### src/rtl/approx_err_monitor.sv
// Error-metric monitor for a registered 16-bit approximate adder.
// Compares the adder SUM against an exact reference over a window of WIN samples.
module approx_err_monitor #(
    parameter int WIN   = 1024,
    parameter int CNT_W = 11,
    parameter int SED_W = 28
) (
    input  logic             clk,
    input  logic             rst,
    input  logic             start_i,
    input  logic             in_valid_i,
    input  logic [15:0]      a_i,
    input  logic [15:0]      b_i,
    input  logic [16:0]      approx_sum_i,
    output logic             busy_o,
    output logic             done_o,
    output logic [CNT_W-1:0] err_cnt_o,
    output logic [SED_W-1:0] sed_o,
    output logic [16:0]      max_ed_o,
    output logic [CNT_W-1:0] sample_cnt_o
);

    typedef enum logic [1:0] {IDLE, RUN, DONE} state_t;

    localparam logic [CNT_W-1:0] WIN_C  = CNT_W'(WIN);
    localparam logic [CNT_W-1:0] LAST_C = CNT_W'(WIN - 1);

    state_t           state_q;
    logic [CNT_W-1:0] issued_q;
    logic             v1_q, v2_q, done_q;
    logic [16:0]      exact_q, ed_q, max_ed_q;
    logic [CNT_W-1:0] err_cnt_q, sample_cnt_q;
    logic [SED_W-1:0] sed_q;

    logic             accept;
    logic [16:0]      ed_d;
    logic [SED_W:0]   sedSum;
    logic [SED_W-1:0] sed_d;

    always_comb begin
        accept = in_valid_i && (state_q == RUN) && (issued_q < WIN_C);
        if (exact_q >= approx_sum_i) ed_d = exact_q - approx_sum_i;
        else                         ed_d = approx_sum_i - exact_q;
        // One extra carry bit detects overflow so SED clamps instead of wrapping.
        sedSum = {1'b0, sed_q} + {{(SED_W-16){1'b0}}, ed_q};
        sed_d  = sedSum[SED_W] ? '1 : sedSum[SED_W-1:0];
    end

    always_ff @(posedge clk or posedge rst) begin
        if (rst) begin
            state_q      <= IDLE;
            issued_q     <= '0;
            v1_q         <= 1'b0;
            v2_q         <= 1'b0;
            done_q       <= 1'b0;
            exact_q      <= '0;
            ed_q         <= '0;
            max_ed_q     <= '0;
            err_cnt_q    <= '0;
            sample_cnt_q <= '0;
            sed_q        <= '0;
        end else begin
            done_q <= 1'b0;

            v1_q <= accept;
            if (accept) begin
                exact_q  <= {1'b0, a_i} + {1'b0, b_i};
                issued_q <= issued_q + 1'b1;
            end

            v2_q <= v1_q;
            if (v1_q) ed_q <= ed_d;

            if (v2_q) begin
                sample_cnt_q <= sample_cnt_q + 1'b1;
                if (ed_q != 17'd0) err_cnt_q <= err_cnt_q + 1'b1;
                sed_q <= sed_d;
                if (ed_q > max_ed_q) max_ed_q <= ed_q;
            end

            // Completion waits for the last in-flight sample to reach the accumulator.
            case (state_q)
                IDLE, DONE: begin
                    if (start_i) begin
                        state_q      <= RUN;
                        issued_q     <= '0;
                        v1_q         <= 1'b0;
                        v2_q         <= 1'b0;
                        max_ed_q     <= '0;
                        err_cnt_q    <= '0;
                        sample_cnt_q <= '0;
                        sed_q        <= '0;
                    end
                end
                RUN: begin
                    if (v2_q && (sample_cnt_q == LAST_C)) begin
                        state_q <= DONE;
                        done_q  <= 1'b1;
                    end
                end
                default: state_q <= IDLE;
            endcase
        end
    end

    assign busy_o       = (state_q == RUN);
    assign done_o       = done_q;
    assign err_cnt_o    = err_cnt_q;
    assign sed_o        = sed_q;
    assign max_ed_o     = max_ed_q;
    assign sample_cnt_o = sample_cnt_q;

endmodule

### config.mk
export PLATFORM = sky130hd
export DESIGN_NAME = approx_err_monitor
export DESIGN_NICKNAME = d
export VERILOG_FILES = /design/src/rtl/approx_err_monitor.sv
export SDC_FILE = /design/constraint.sdc
export NUM_CORES = 1
export LEC_CHECK = 0
export BUFFER_PORTS_ARGS = -buffer_cell sky130_fd_sc_hd__buf_2
export CORE_MARGIN = 1
export CORE_UTILIZATION = 51
export DETAILED_ROUTE_END_ITERATION = 8
export HOLD_SLACK_MARGIN = 0.06
export PLACE_DENSITY_LB_ADDON = 0.25
export SETUP_SLACK_MARGIN = 0.05
export SYNTH_ARGS = -nofsm -noshare
export SYNTH_HDL_FRONTEND = slang
export SYNTH_SLANG_ARGS = --single-unit
### constraint.sdc
create_clock -name clk -period 3.7 [get_ports clk]
set_input_delay 0.185 -clock clk [delete_from_list [all_inputs] [get_ports clk]]
set_output_delay 0.185 -clock clk [all_outputs]
set_load 0.05 [all_outputs]
## Word level (Yosys, flattened, before mapping)

Index checks and enable logic that the tools add are counted.

- ROM bits: 0
- Bits in registers: 117
- Memories kept: 0
- Output and inout bits: 69
- Latch bits: 0
- Word-level logic and storage cells: 61
- Input bits: 53
- Bits in writable memories: 0

- Magnitude comparators: 3
- Bitwise operators: 0
- Eq/ne operators: 5
- Reduce and logical (&&, ||, !) cells: 7
- Add/sub/neg operators: 7
- Shift-type cells: 0
- Div/mod/pow operators: 0
- $mul: 0
- Multiplexer cells: 28

Operators by type and width:

| kind | count |
|---|---|
| 2-to-1 mux 28 bit | 4 |
| 2-to-1 mux 11 bit | 10 |
| 2-to-1 mux 17 bit | 5 |
| subtractor 17 bit | 2 |
| adder 11 x 1 -> 11 bit, second input constant | 3 |
| adder 28 x 17 -> 29 bit | 1 |
| adder 16 x 16 -> 17 bit | 1 |
| greater-or-equal comparator 17 bit | 1 |
| > comparator 17 bit | 1 |
| nonzero test 17 bit | 1 |
| equality test 11 x 10 -> 1 bit, second input constant | 1 |
| < comparator 11 bit, second input constant | 1 |
| 2-to-1 mux 1 bit | 6 |
| 2-to-1 mux 2 bit | 2 |
| case mux 2 bit (2 select lines) | 1 |
| logical AND 1 bit | 3 |
| equality test 2 x 1 -> 1 bit, second input constant | 1 |
| equality test 2 bit, second input constant | 1 |
| zero test 2 bit | 1 |
| inequality test 2 x 1 -> 1 bit, second input constant | 1 |
| inequality test 2 bit, second input constant | 1 |
| AND reduction 2 bit | 1 |
| OR reduction 2 bit | 1 |

## Longest topological paths before layout

- Depth in word-level cells: 6
- Depth in mapped cells: 14

## Worst setup path before layout

Ideal clock, no wire load.

- Kind: register to register
- Start point: register sed_q[11], in the netlist sed_o[11]
- End point: register sed_q[11], in the netlist sed_o[11]
- Path buffers: 2
- Clock period less this slack: 2927 ps
- Path slack: 773 ps
- Data required time: 3563 ps
- Stages on the path, launching flop included: 12
- Setup time: 137 ps
- Arrival time: 2790 ps
- Cells stage by stage: dfrtp_1 -> ha_1 -> clkbuf_1 -> a21o_1 -> a21o_1 -> a211o_1 -> a31oi_1 -> o221ai_1 -> nand3_1 -> and2_1 -> clkbuf_1 -> a21oi_1

- Cells in the longest elaborated chain, start to end: 5

RTL lines:

| what | line | source |
|---|---|---|
| from (decl) | 33 | `logic [SED_W-1:0] sed_q;` |
| from (signal assigned) | 61 | `sed_q <= '0;` |
| from (signal assigned) | 77 | `sed_q <= sed_d;` |
| from (signal assigned) | 92 | `sed_q <= '0;` |
| adder 28 x 17 -> 29 bit | 45 | `sedSum = {1'b0, sed_q} + {{(SED_W-16){1'b0}}, ed_q};` |
| 2-to-1 mux 28 bit | 46 | `sed_d = sedSum[SED_W] ? '1 : sedSum[SED_W-1:0];` |
| 2-to-1 mux 28 bit (*) | 74 | `if (v2_q) begin` |
| 2-to-1 mux 28 bit | 84 | `if (start_i) begin` |
| 2-to-1 mux 28 bit (*) | 82 | `case (state_q)` |

Every way passes the cells marked *; elsewhere a longest branch is shown, timed or not.
A chain may end at the register's enable or synchronous reset.

## Worst setup path after layout

- Start point: register exact_q[1]
- End point: register ed_q[12]

- Cells in the longest elaborated chain, start to end: 2
- Elaborated cells between the ends (all ways): 4

RTL lines:

| what | line | source |
|---|---|---|
| from (decl) | 31 | `logic [16:0] exact_q, ed_q, max_ed_q;` |
| from (signal assigned) | 67 | `exact_q <= {1'b0, a_i} + {1'b0, b_i};` |
| subtractor 17 bit (tied with other cells) | 43 | `else ed_d = approx_sum_i - exact_q;` |
| 2-to-1 mux 17 bit (*) | 42 | `if (exact_q >= approx_sum_i) ed_d = exact_q - approx_sum_i;` |
| to (signal assigned) | 57 | `ed_q <= '0;` |
| to (signal assigned) | 72 | `if (v1_q) ed_q <= ed_d;` |
| to (decl) | 31 |  |

Marks and branches as above.

==> flow_metrics.tcl <==
set metrics [dict create \
    drt_iter0_drc 399 \
    synth-compound-area-share_pct 18.99 \
    ys_async_sr_fraction_pct 100.0 \
    clock-sinks 117 \
    fin_crit_sh_pct 89.73 \
    crit_chain "ha_1, nor2b_1, o2111ai_1, a31oi_2, a311oi_2, nor2b_4, mux2_2, a311oi_2, xnor2_1, mux2_4" \
    worst_pin_slew_ns 0.8651 \
    min_path_cells 4 \
    synth_top_family_by_area "compound AO/OA/AOI/OAI gates" \
    crit-reg2reg-launch "exact_q[1]$_DFFE_PP0P_" \
    period_minus_slack_ns 3.320 \
    synth-xor-area-share_pct 6.289 \
    peakVddDrop_v 0.0004888 \
    finalSetupTns_ns 0 \
    core_um2 15940 \
    via_per_inst 5.544 \
    reg2reg_slack_ns 0.38 \
    grt_pass1_wl_um 31150 \
    max-cap-violations 0 \
    rsz0062_at_grt "false" \
    status "completed" \
    grt_pass1_vias 6494 \
    antenna_found_initial 0 \
    syn_avg_cell_area_um2 8.946 \
    yosysWarnings 0 \
    holdCritPathClass "in -> reg" \
    cts.clk_slew.worst_paths_ns 0.06 \
    relSlewSlack_pct 42.33 \
    slew_violations 0 \
    routedWlPerCell_um 14.95 \
    n_fill_cell 1407 \
    critPathKind "reg -> reg" \
    cp.arrival_ns 3.63 \
    synthFlopType "dfrtp_1" \
    worstHoldStart "b_i[0]" \
    initial_utilization_pct 52.41 \
    layout-drive-gt1-share_pct 17.67 \
    synthAdderAreaFrac_pct 13.84 \
    critPathTopFamily "compound AO/OA/AOI/OAI gates" \
    cts_tree "done" \
    clock_path_buffers 2 \
    path_buf_inv 0 \
    fin_nets 1196 \
    postCtsSetupBuffers 0 \
    globalplace.congestion 0.9200 \
    drc_errors 0 \
    startpoint_type "register" \
    seq_area_frac_synth_pct 35.04 \
    grt.overflow.total 0 \
    vias 7096 \
    hold_buffers 2 \
    synthSimpleGateAreaFrac_pct 15.27 \
    syn_nets 1077 \
    finClkSkew_ns 0.009293 \
    slowest_delay_ns 0.42 \
    die_w_um 130.0 \
    routed_wl_um 19130 \
    chipHeight_um 130.0 \
    grt_util_all_layers_pct 23.30 \
    ys_types 64 \
    syn_area_um2 8356 \
    setup_violations 0 \
    synth_edf_count 0 \
    drtAntennaViolNets 0 \
    critPathSlowestCell "dfrtp_1" \
    dieArea_um2 16900 \
    num_antenna_cells 0 \
    drt_first_pass_iters 5 \
    pre_cts_ws_ns 0.4441 \
    io_buffers 121 \
    max_freq_mhz 301.2 \
    critical_path_required_ns 4.01 \
    synthCells 934 \
    area_growth_pct 17.04 \
    cts_root_buf "clkbuf_16" \
    hold_viol 0 \
    path_max_fanout 7 \
    cts_max_level 4 \
    leakagePower_uw 0.004925 \
    post_cts_resized 0 \
    whs_endpoint "exact_q[0]$_DFFE_PP0P_" \
    endpoint_kind "register" \
    crit_top_cell "a311oi_2" \
    ys_ff_latch 117 \
    cts_buffers 17 \
    io-pin-count 122 \
    post_synth_mux_area_share_pct 5.211 \
    power_density_nw_per_um2 899.5 \
    setup_slack_ns 0.3798 \
    rows 46 \
    grt_max_degree 71 \
    rr_worst_depth 10 \
    post-dp-hpwl_um 14260 \
    timing.rr.end "ed_q[12]$_DFFE_PP0P_" \
    insertion_delay_ns 0.43 \
]
==> flip-flops by register name, summed over array words and instances, names as in the netlist <==
name,flops
max_ed_o,17
ed_q,17
exact_q,17
v1_q,1
sample_cnt_o,11
err_cnt_o,11
done_o,1
v2_q,1
sed_o,28
state_q,2
issued_q,11
==> worst max path at each step <==
stage | depth (start not counted) | startpoint | slack, ns | endpoint
finish | 10 | exact_q[1]$_DFFE_PP0P_ | 0.38 | ed_q[12]$_DFFE_PP0P_
global route | 10 | exact_q[12]$_DFFE_PP0P_ | 0.22 | ed_q[16]$_DFFE_PP0P_
CTS | 10 | exact_q[1]$_DFFE_PP0P_ | 0.42 | ed_q[12]$_DFFE_PP0P_
detailed placement | 10 | exact_q[1]$_DFFE_PP0P_ | 0.44 | ed_q[12]$_DFFE_PP0P_
global placement | 10 | exact_q[12]$_DFFE_PP0P_ | 0.56 | ed_q[12]$_DFFE_PP0P_
floorplan | 1 | rst | 0.41 | done_o$_DFF_PP0_
==> cell usage in the layout (no fill, tap or decap), types with 15 or more instances in the layout <==
cell / count
a21o_1: 27
a21oi_1: 92
and3_1: 15
buf_2: 121
clkbuf_16: 17
dfrtp_1: 117
ha_1: 86
inv_1: 75
mux2i_1: 33
nand2_1: 62
nand3_1: 21
nand4_1: 15
nor2_1: 80
o21ai_0: 66
xnor2_1: 30
xor2_1: 30
==> power breakdown <==
| group | internal [uW] | leakage (uW) | switching, uW |
|---|---|---|---|
| sequential | 1730 | 0.00145 | 527 |
| combinational | 1820 | 0.00319 | 3020 |
| clock | 1100 | 0.000287 | 595 |
| total | 4650 | 0.00493 | 4150 |
==> layer usage <==
metal / GRT usage, % / vias to the layer above / wire length (um)
li1: - / 3551 / -
met5: 0 / - / 0
met3: 4.756 / 26 / 875
met2: 38.60 / 178 / 9172
met4: 7.524 / 0 / 291
met1: 30.51 / 3341 / 8793
==> cell type report <==
class,count,area [um2],share of cell area [%]
multi-input cells,707,4987,51.00
flip-flops and latches,117,2928,29.94
repair buffers,134,708.2,7.242
clock buffers,21,470.5,4.811
inverters,76,287.8,2.943
well taps,216,270.3,2.764
clock inverters,9,127.6,1.305
==> worst register-to-register path, delay by kind of cell, from the launching register on <==
family,cells,cell delay (ns)
simple gates,2,0.49
flops,1,0.42
xor+xnor,1,0.12
mux,2,0.66
fa+ha+maj,1,0.35
compound gates,4,1.17
==> kinds of logic (layout without fill, tap and decap cells) <==
group                      after synthesis  after routing
DFF                                    117            117
buffers and inverters                  110            240
muxes                                   42             42
AOI/OAI and AO/OA                      255            255
and+or+nand+nor                        260            260
adders and majority gates               90             90
xor gates and xnor gates                60             60
==> per-stage QoR <==
| stage | instance area [um2] | cells | hold slack [ns] | util, % | power (uW) |
|---|---|---|---|---|---|
| after floorplan | 8356 | 934 | 0.3733 | - | 5981 |
| after global placement | 9161 | 1248 | 0.4257 | 57.46 | 6990 |
| after detailed placement | 9161 | 1248 | 0.4189 | 57.46 | 7058 |
| after CTS | 9779 | 1280 | 0.09706 | 61.34 | 8809 |
| after global routing | 9779 | 1280 | 0.1199 | 61.34 | 9433 |
| final | 9779 | 1280 | 0.1005 | 61.34 | 8796 |
==> cell usage after synthesis, types with 5 or more instances <==
cell / count / area, um2
nor3_1: 11 / 55.05
a21oi_1: 92 / 460.4
nor4_1: 5 / 31.28
a21o_1: 27 / 202.7
or3_1: 10 / 62.56
nor2b_1: 8 / 50.05
mux2_2: 7 / 78.83
nand3_1: 21 / 105.1
o21ai_0: 66 / 330.3
and2_1: 5 / 31.28
xnor2_1: 30 / 262.8
nand4_1: 15 / 93.84
buf_2: 7 / 35.03
and3_1: 15 / 93.84
nor2_1: 80 / 300.3
clkbuf_1: 23 / 86.33
o21a_1: 8 / 60.06
mux2i_1: 33 / 330.3
nand2b_1: 10 / 62.56
inv_1: 76 / 285.3
xor2_1: 30 / 262.8
ha_1: 86 / 1076
a31oi_1: 11 / 68.82
a211oi_1: 6 / 45.04
dfrtp_1: 117 / 2928
o21bai_1: 6 / 45.04
nand2_1: 62 / 232.7
and4_1: 5 / 43.79
Power figures use the tool's default switching activity.
